## config.mk

```make
export PLATFORM = sky130hd
export DESIGN_NAME = carregador_programa
export DESIGN_NICKNAME = d
export VERILOG_FILES = /design/src/rtl/carregador_programa.sv
export SDC_FILE = /design/constraint.sdc
export NUM_CORES = 1
export LEC_CHECK = 0
export BUFFER_PORTS_ARGS = -buffer_cell sky130_fd_sc_hd__buf_2
export CORE_MARGIN = 4
export CORE_UTILIZATION = 45
export CTS_CLUSTER_SIZE = 30
export DETAILED_ROUTE_END_ITERATION = 10
export PLACE_DENSITY = 0.79
export SKIP_LAST_GASP = 1
export SLEW_MARGIN = 40
export SYNTH_ARGS = -nofsm -noshare
export SYNTH_HDL_FRONTEND = slang
export SYNTH_SLANG_ARGS = --single-unit
```

## constraint.sdc

```tcl
create_clock -name i_clock -period 3.22 [get_ports i_clock]
set_input_delay 0.966 -clock i_clock [delete_from_list [all_inputs] [get_ports i_clock]]
set_output_delay 0.966 -clock i_clock [all_outputs]
set_load 0.01 [all_outputs]
```

## src/rtl/carregador_programa.sv

```systemverilog
// Program loader and run supervisor: streams instruction words into a 64-word
// instruction memory while holding the processor in reset, then releases it and counts Done pulses.
module carregador_programa #(
  parameter int MEM_DEPTH = 64,
  parameter int ADDR_W    = 6
) (
  input  logic              i_clock,
  input  logic              i_resetn,
  input  logic              i_start,
  input  logic [6:0]        i_len,
  input  logic [15:0]       i_word_in,
  input  logic              i_word_valid,
  output logic              o_word_ready,
  output logic [ADDR_W-1:0] o_mem_address,
  output logic [15:0]       o_mem_data,
  output logic              o_mem_wren,
  output logic              o_proc_resetn,
  output logic              o_run,
  input  logic              i_done,
  output logic              o_loaded,
  output logic              o_error,
  output logic [15:0]       o_instr_count
);

  localparam logic [7:0] LP_DEPTH = 8'(MEM_DEPTH);

  typedef enum logic [2:0] {
    S_IDLE,
    S_LOAD,
    S_FLUSH,
    S_RELEASE,
    S_RUN
  } state_t;

  state_t r_state;
  state_t w_next_state;

  logic [6:0]        r_len;
  logic [6:0]        r_ptr;
  logic              r_mem_wren;
  logic [ADDR_W-1:0] r_mem_address;
  logic [15:0]       r_mem_data;
  logic              r_error;
  logic [15:0]       r_instr_count;

  logic       w_len_legal;
  logic       w_accept;
  logic [6:0] w_ptr_next;
  logic       w_last_word;
  logic       w_load_start;
  logic       w_len_bad;

  assign w_len_legal = (i_len != 7'd0) && ({1'b0, i_len} <= LP_DEPTH);
  assign w_accept    = (r_state == S_LOAD) && i_word_valid;
  assign w_ptr_next  = r_ptr + 7'd1;
  assign w_last_word = (w_ptr_next == r_len);

  always_ff @(posedge i_clock or negedge i_resetn) begin
    if (!i_resetn) begin
      r_state <= S_IDLE;
    end else begin
      r_state <= w_next_state;
    end
  end

  // Start is only honoured when no load is in flight (IDLE or RUN).
  always_comb begin
    w_next_state = r_state;
    w_load_start = 1'b0;
    w_len_bad    = 1'b0;
    case (r_state)
      S_IDLE, S_RUN: begin
        if (i_start) begin
          if (w_len_legal) begin
            w_next_state = S_LOAD;
            w_load_start = 1'b1;
          end else begin
            w_len_bad = 1'b1;
          end
        end
      end
      S_LOAD: begin
        if (w_accept && w_last_word) begin
          w_next_state = S_FLUSH;
        end
      end
      S_FLUSH:   w_next_state = S_RELEASE;
      S_RELEASE: w_next_state = S_RUN;
      default:   w_next_state = S_IDLE;
    endcase
  end

  always_ff @(posedge i_clock or negedge i_resetn) begin
    if (!i_resetn) begin
      r_mem_wren    <= 1'b0;
      r_mem_address <= '0;
      r_mem_data    <= 16'd0;
      r_ptr         <= 7'd0;
    end else begin
      r_mem_wren <= w_accept;
      if (w_load_start) begin
        r_ptr <= 7'd0;
      end else if (w_accept) begin
        r_mem_address <= r_ptr[ADDR_W-1:0];
        r_mem_data    <= i_word_in;
        r_ptr         <= w_ptr_next;
      end
    end
  end

  always_ff @(posedge i_clock or negedge i_resetn) begin
    if (!i_resetn) begin
      r_len   <= 7'd0;
      r_error <= 1'b0;
    end else begin
      if (w_load_start) begin
        r_len   <= i_len;
        r_error <= 1'b0;
      end else if (w_len_bad) begin
        r_error <= 1'b1;
      end
    end
  end

  // Cleared on the way into RELEASE so it reads zero for the whole release cycle.
  always_ff @(posedge i_clock or negedge i_resetn) begin
    if (!i_resetn) begin
      r_instr_count <= 16'd0;
    end else begin
      if (r_state == S_FLUSH) begin
        r_instr_count <= 16'd0;
      end else if ((r_state == S_RUN) && i_done && (r_instr_count != 16'hFFFF)) begin
        r_instr_count <= r_instr_count + 16'd1;
      end
    end
  end

  assign o_word_ready  = (r_state == S_LOAD);
  assign o_proc_resetn = (r_state == S_RELEASE) || (r_state == S_RUN);
  assign o_run         = (r_state == S_RUN);
  assign o_loaded      = (r_state == S_RELEASE) || (r_state == S_RUN);
  assign o_mem_wren    = r_mem_wren;
  assign o_mem_address = r_mem_address;
  assign o_mem_data    = r_mem_data;
  assign o_error       = r_error;
  assign o_instr_count = r_instr_count;

endmodule

```

==> metrics.txt, run 1 <==
status finished, final reports clean; Ant. Diodes 0; Post-synth ARST share 100%; crit share post-route 75.8%; Post-synth EDFFs 0; met2 Usage GRT 29.1%; synth unique cells 46; most common flop cell mapped by yosys dfrtp_1; Max Slew Vio Count 0; DRC viols 0; initial antenna violation count 0; gr ovfl total 0; Mapped Cells 284; Post-DRT Antenna Nets 0; syn avg cell area 9.70 um2; top-count cell post-synth nand2_1; fraction of layout cells with a size suffix above 1 27.7%; Max FO, Critical Path 10; vias in the first global route 2203; post-DR vias/cell 5.11; largest net degree at the start of global routing 30; max-cap violation count 0; classification of the worst setup path flop to output pin; worst hold path type flop to flop; largest area contributor in the netlist dfrtp_1; Pre-antenna DRT Iters 4; CP Capture Type output pin; first-pass GRT wire length 10100 um; pwr dens 751 nW/um2; postcts setup bufs 0; wire length per cell 13.8 um; Netlist Area Pre-Place 2760 um2; CTS tree built; most frequent cells after synthesis nand2_1 (82), dfrtp_1 (57), nor2_1 (18); WP data arrival 1.48 ns; Design Power 2.56 mW; setup TNS 0 ns; final instance area 3400 um2; Post-CTS Hold Buffers 0; worst vdd ir 0.492 mV; sequential-to-total area share from yosys stat 51.8%; M3 GR Usage 3.42%; DP HPWL 4500 um; DR vias 2250; maximum root-to-sink buffer count 2; pre-CTS setup slack 0.513 ns; Starting Density 46.5%; row count 28; synth warn 0; Port Buffers 71; Synth top area share 51.8%; die width 86.2 um; syn_nets 314; Startpoint Class flop; die area 7440 um2; clk root buf clkbuf_8; Final Worst Setup Slack 0.779 ns; nets@finish 390; fmax 0.410 GHz; Final min period 2.44 ns; core area 5920 um2; Routed WL 6080 um; CTS Sinks 57; clock latency on the worst-skew pair 0.33 ns; Leakage 1.75 nW; Layout area overhead 23.5%; die height 86.2 um; cts bufs inserted 9; post-CTS sizing 0; Least-Margin Pin Slew 0.614 ns; gpl congestion 0.803; endpoints failing setup 0; endpoints failing hold 0; CTS clock-pin slew for the worst setup and hold paths 0.07 ns; Max-slew headroom 58.8%; H-tree depth 3; DP Area 3170 um2; GR Util All Layers 17.5%; flops & latches, synth 57; DR iter-0 viols 106; M1 GR Usage 22.1%; I/O pin count 72; gr busiest metal met2; RSZ-0062 raised after global routing no; WP data required 2.25 ns; Fin Clk Skew 0.0123 ns; top cells by area, synth dfrtp_1 (52%), nand2_1 (11%), xnor2_1 (3.2%)
==> per-layer routing <==
metal  share of wire (%)  vias up
met5                   0        -
met4                 1.4        0
met3                 4.1        7
met2                  50       38
met1                  45     1083
li1                    -     1122
==> stage by stage <==
stage               hold WS, ns  utilization [%]  cells
CTS                       0.475             57.5    440
floorplan                 0.470                -    284
global route              0.503             57.5    440
detailed placement        0.458             53.6    424
global placement          0.453             53.6    424
finish                    0.466             57.5    440
==> where the power goes <==
part / switching [mW] / internal (mW)
sequential: 0.146 / 0.919
clock: 0.285 / 0.475
combinational: 0.415 / 0.316
==> state kept, by name, summed over array words and instances (netlist names) <==
name	flops
o_instr_count	16
o_mem_data	16
r_len	7
r_ptr	7
o_mem_address	6
r_state	3
o_error	1
o_mem_wren	1
==> final timing paths <==
check	from	to	slack, ns	cells past startpoint
min reg2reg	o_mem_address[4]	o_mem_address[4]	0.47	2
min in group asynchronous	i_resetn	o_instr_count[0]	0.53	1
max reg2reg	r_state[1]	r_state[0]	1.11	5
max in group asynchronous	i_resetn	r_ptr[6]	2.06	2
max	r_state[1]	o_loaded	0.78	3
min	o_mem_address[4]	o_mem_address[4]	0.47	2
==> layout by cell type, fill, tap and decap left out, types with 3 or more instances in the layout <==
master,instances
xor2_1,7
buf_4,4
and3_1,3
nor2b_1,3
dfrtp_1,57
o21ai_0,16
nand3_1,8
buf_2,71
nor3_1,4
nor2_1,18
xnor2_1,10
mux2_1,6
nand2_1,82
and4_1,5
inv_1,5
o31ai_1,4
nand4_1,3
clkbuf_8,11
o211ai_1,4
a21oi_1,4
==> logic make-up (layout without fill, tap and decap cells) <==
| group | after synthesis | count (layout) | share of synthesized area (%) |
|---|---|---|---|
| multiplexers | 7 | 7 | 2.82 |
| flip-flops | 57 | 57 | 51.8 |
| buffers and inverters | 15 | 96 | 2.86 |
| adder cells (fa/ha/maj) | 2 | 2 | 0.908 |
| AND/OR/NAND/NOR | 147 | 147 | 26.9 |
| XOR/XNOR | 17 | 17 | 5.40 |
| AO/OA/AOI/OAI | 39 | 39 | 9.31 |
==> layout make-up <==
class | count | area, um2
fill | 517 | 2520
tap | 75 | 93.8
clock inverter | 5 | 77.6
inverter | 5 | 18.8
multi-input combinational | 212 | 1250
clock buffer | 11 | 151
sequential | 57 | 1430
timing repair buffer | 75 | 385
==> critical path, cell delays in order, from the launching register on <==
cell	delay, ns
dfrtp_1	0.49
nor3b_1	0.38
a21o_1	0.15
buf_2	0.13
No activity file was read; power rests on OpenSTA's default activity.
==> run 2: changes to the inputs <==
Settings changed: PLACE_DENSITY 0.79 to 0.81.
Clock period 3.22 ns to 2.2 ns, I/O delays scaled along.
==> run 2 against run 1 <==
- combinational power grew 49%
- register-to-register slack lost 0.94 ns
- via count grew 3.7%
- critical path type unchanged
==> metrics.txt, run 2 (synthesis gave the netlist of run 1 again) <==
status finished, final reports clean; fillcell total 530 (+2.5%); Starting Density 46.5% (unchanged); wire length per cell 14.2 um (+2.5%); Leakage 1.77 nW (+1.3%); Fin Clk Skew 0.00899 ns (-0.00331 ns); I/O pin count 72 (unchanged); core area 5920 um2 (unchanged); endpoints failing hold 0 (unchanged); clock latency on the worst-skew pair 0.34 ns (about the same); die area 7440 um2 (unchanged); final core utilization 58.1% (+0.59 points); Pre-antenna DRT Iters 4 (unchanged); Worst path slowest cell dfrtp_1; DRC viols 0 (unchanged); gpl congestion 0.857 (+6.7%); Least-Margin Pin Slew 0.611 ns (-0.00246 ns); clk root buf clkbuf_8; final instance area 3440 um2 (+1.0%); end of the critical path o_loaded; postcts setup bufs 0 (unchanged); critical path cell sequence nor3b_1 -> a21o_1 -> buf_2; pre-CTS setup slack -0.0519 ns (-0.565 ns); die height 86.2 um (unchanged); cts bufs inserted 9 (unchanged); R2R Setup Slk 0.17 ns (-0.94 ns); H-tree depth 3 (unchanged); nets@finish 393 (+0.77%); Final min period 2.09 ns; post-DR vias/cell 5.28 (+3.2%); WP data required 1.54 ns (-0.71 ns); Max-slew headroom 58.9% (+0.16 points); DP Area 3210 um2 (+1.1%); Startpoint Class flop; worst hold path type primary input to asynchronous set/reset pin; crit share post-route 94.8%; DR iter-0 viols 112 (+5.7%); DP HPWL 4420 um (-1.7%); Reg-to-Reg Start r_ptr[0]; CP max stage delay 0.47 ns (-0.02 ns); setup TNS 0 ns (unchanged); Final Worst Setup Slack 0.114 ns (-0.665 ns); fmax 0.479 GHz; die width 86.2 um (unchanged); row count 28 (unchanged); CTS tree built; max-cap violation count 0 (unchanged); Ant. Diodes 0 (unchanged); CP Capture Type output pin; largest net degree at the start of global routing 38 (+27%); first-pass GRT wire length 10500 um (+3.9%); classification of the worst setup path flop to output pin; CTS clock-pin slew for the worst setup and hold paths 0.06 ns (about the same); worst vdd ir 0.501 mV (+1.8%); most common cell after layout, fill and taps aside nand2_1; post-CTS sizing 0 (unchanged); Routed WL 6260 um (+3.0%); Max FO, Critical Path 7 (-3); maximum root-to-sink buffer count 2 (unchanged); Post-DRT Antenna Nets 0 (unchanged); Max Slew Vio Count 0 (unchanged); fraction of layout cells with a size suffix above 1 27.8% (+0.12 points); WP data arrival 1.43 ns (-0.05 ns); most frequent cells in the layout nand2_1 (82), buf_2 (71), dfrtp_1 (57); endpoints failing setup 0 (unchanged); pwr dens 1100 nW/um2 (+47%); CP Launch Point r_state[2]; cells on worst reg2reg path 6 (+1); CTS Sinks 57 (unchanged); DR vias 2333 (+3.7%); RSZ-0062 raised after global routing no; Port Buffers 71 (unchanged); Layout area overhead 24.8%; Post-CTS Hold Buffers 0 (unchanged); initial antenna violation count 0 (unchanged); gr ovfl total 0 (unchanged); vias in the first global route 2271 (+3.1%); GR Util All Layers 18.1% (+0.56 points); RR Endpoint r_state[0]
run 2: where the power goes:
group          internal (mW)  switching [mW]
clock                  0.725           0.405
sequential              1.35           0.218
combinational          0.469           0.622
run 2: worst min-delay path by stage:
stage / startpoint / end / slack, ns / cells past startpoint
4_1_cts: i_resetn / o_instr_count[12] / 0.29 / 1
3_5_place_dp: o_mem_data[13] / o_mem_data[13] / 0.46 / 2
3_3_place_gp: o_mem_data[15] / o_mem_data[15] / 0.45 / 2
2_1_floorplan: i_resetn / o_error / 0.36 / 0
5_1_grt: i_resetn / o_instr_count[2] / 0.31 / 1
6_report: i_resetn / o_instr_count[2] / 0.28 / 1
run 2: cell type report:
class / instances / area, um2 / area share, %
clock buffers: 13 / 169 / 4.91
flip-flops and latches: 57 / 1430 / 41.5
repair buffers: 78 / 420 / 12.2
inverters: 5 / 18.8 / 0.546
clock inverters: 2 / 60.1 / 1.75
well taps: 75 / 93.8 / 2.73
multi-input cells: 212 / 1250 / 36.4
run 2: per-layer routing:
| metal | track usage, % | vias up | part of all wire, % |
|---|---|---|---|
| li1 | - | 1136 | - |
| met5 | 0 | - | 0 |
| met4 | 6.94 | 0 | 1.7 |
| met1 | 24.0 | 1141 | 44 |
| met3 | 4.85 | 9 | 5.3 |
| met2 | 28.4 | 47 | 49 |
run 2: stage by stage:
step | cells | hold WS (ns) | power (mW)
floorplan | 284 | 0.364 | 2.25
global route | 442 | 0.310 | 4.04
finish | 442 | 0.283 | 3.78
global placement | 427 | 0.452 | 2.63
CTS | 442 | 0.291 | 3.84
detailed placement | 427 | 0.457 | 2.69
run 2: worst max-delay path, delay by kind of cell, from the launching register on:
kind / cells / cell delay (ns)
buf+inv: 1 / 0.13
compound gates: 1 / 0.14
flops: 1 / 0.47
simple gates: 1 / 0.35
==> run 3: changes to the inputs <==
Settings changed: CTS_BUF_LIST set to sky130_fd_sc_hd__clkbuf_16.
==> run 3 against run 2 <==
- sequential share of layout area decreased by 0.84 points
- die area is the same
- final cell count unchanged
- clock-buffer cell count shrank 4
- wire length is 0.94% lower
- worst setup slack better by 0.028 ns
- maximum frequency rose by 1.4%
- clock power is 25% higher
- utilization is 1.2 points higher
- via count fell by 2.4%
- critical endpoint unchanged
- largest cell class unchanged
- largest power group unchanged
==> metrics.txt, run 3 (synthesis gave the netlist of run 1 again) <==
maximum root-to-sink buffer count 2 (unchanged); classification of the worst setup path flop to output pin; Reg-to-Reg Start r_ptr[0]; clk root buf clkbuf_16; fraction of layout cells with a size suffix above 1 27.0% (-0.82 points); initial antenna violation count 0 (unchanged); Startpoint Class flop; I/O pin count 72 (unchanged); Switching Fraction 31.5% (-1.4 points); Least-Margin Pin Slew 0.602 ns (-0.00895 ns); fmax 0.486 GHz (+1.4%); Post-DRT Antenna Nets 0 (unchanged); status finished, final reports clean; worst vdd ir 0.706 mV (+41%); Pre-antenna DRT Iters 4 (unchanged); DP HPWL 4420 um (unchanged); die area 7440 um2 (unchanged); core area 5920 um2 (unchanged); cells on worst reg2reg path 6 (unchanged); combinational share of power 26.9% (-1.9 points); Cell Int Power 2.79 mW (+9.7%); DR vias 2278 (-2.4%); RSZ-0062 raised after global routing no; first-pass GRT wire length 10500 um (-0.20%); Final min period 2.06 ns (-0.0280 ns); endpoints failing setup 0 (unchanged); post-CTS sizing 0 (unchanged); wire length per cell 14.0 um (-0.94%); CTS tree built; postcts setup bufs 0 (unchanged); Reg power frac 38.5% (-2.8 points); max-cap violation count 0 (unchanged); Port Buffers 71 (unchanged); gr ovfl total 0 (unchanged); Routed WL 6200 um (-0.94%); crit share post-route 93.6% (-1.3 points); Max Used Layer met4; row count 28 (unchanged); CTS clock-pin slew for the worst setup and hold paths 0.05 ns (about the same); H-tree depth 3 (unchanged); GR Util All Layers 17.8% (-0.28 points); Leakage 1.80 nW (+1.9%); CTS Sinks 57 (unchanged); die width 86.2 um (unchanged); Post-CTS Hold Buffers 0 (unchanged); NetSw 1.28 mW (+3.1%); minimum hold slack 0.306 ns (+0.0233 ns); vias in the first global route 2289 (+0.79%); fillcell total 515 (-2.8%); Fin Clk Skew 0.00447 ns (-0.00452 ns); Max Slew Vio Count 0 (unchanged); die height 86.2 um (unchanged); worst hold path type primary input to asynchronous set/reset pin; clock latency on the worst-skew pair 0.32 ns (-0.02 ns); endpoints failing hold 0 (unchanged); wire length on met2 3080 um (+0.75%); CP Capture Type output pin; WL met3 265 um (-20%); post-DR vias/cell 5.15 (-2.4%); Layout area overhead 27.4%; Clock Power Share 34.6% (+4.8 points); most common cell after layout, fill and taps aside nand2_1; WP data required 1.54 ns (about the same); RR Endpoint r_state[0]; DRC viols 0 (unchanged); most frequent cells in the layout nand2_1 (82), buf_2 (71), dfrtp_1 (57); Max-slew headroom 59.5% (+0.60 points); nets@finish 393 (unchanged); largest net degree at the start of global routing 38 (unchanged); WL met1 2770 um (about the same); R2R Setup Slk 0.15 ns (-0.02 ns); setup TNS 0 ns (unchanged); cts bufs inserted 9 (unchanged); Max FO, Critical Path 7 (unchanged); Starting Density 46.5% (unchanged); WP data arrival 1.40 ns (-0.03 ns); pwr dens 1160 nW/um2 (+5.3%); gpl congestion 0.857 (unchanged); Ant. Diodes 0 (unchanged); DR iter-0 viols 73 (-35%)
[run 3: changes by cell type in the layout (fill, tap and decap cells not counted), sizes merged]
cell	before	now
clkinv	0	3
inv	5	6
clkbuf	13	9
[run 3: metrics by stage]
| stage | util (%) | cell area [um2] | setup WS (ns) | power [mW] | cells |
|---|---|---|---|---|---|
| detailed placement | 54.2 | 3210 | -0.0519 | 2.69 | 427 |
| CTS | 59.3 | 3510 | 0.117 | 4.13 | 442 |
| global placement | 54.2 | 3210 | 0.0145 | 2.63 | 427 |
| floorplan | - | 2760 | 0.232 | 2.25 | 284 |
| global route | 59.3 | 3510 | 0.0133 | 4.33 | 442 |
| finish | 59.3 | 3510 | 0.142 | 4.07 | 442 |
[run 3: power by group through the flow]
stage	Combinational, mW	Sequential, mW	Clock [mW]
CTS	1.12	1.57	1.44
finish	1.10	1.57	1.41
detailed placement	1.11	1.58	0
floorplan	0.608	1.64	0
global route	1.23	1.61	1.49
global placement	1.07	1.57	0
[run 3: area by class of cell]
type	instances	area (um2)	area share, %
Sequential cell	57	1430	40.6
Multi-Input combinational cell	212	1250	35.6
Timing Repair Buffer	78	420	12.0
Clock buffer	9	225	6.42
Tap cell	75	93.8	2.67
Clock inverter	6	75.1	2.14
Inverter	5	18.8	0.535
[run 3: how the worst max path moves through the flow]
| stage | startpoint | to | depth (start not counted) |
|---|---|---|---|
| floorplan | i_len[1] | r_len[0] | 5 |
| global placement | i_len[1] | r_len[1] | 6 |
| detailed placement | i_len[6] | r_len[4] | 5 |
| CTS | r_state[2] | o_loaded | 3 |
| global route | r_ptr[0] | r_state[0] | 6 |
| finish | r_state[2] | o_loaded | 3 |
[run 3: routing by layer]
layer | GRT usage (%) | up-vias
met5 | 0 | -
met4 | 7.65 | 0
met3 | 3.80 | 5
met2 | 28.6 | 36
met1 | 23.3 | 1096
li1 | - | 1141
[run 3: worst max-delay path, stage by stage, from the launching register on]
cell and delay, ns:
dfrtp_1 0.46, nor3b_1 0.36, a21o_1 0.14, buf_2 0.13
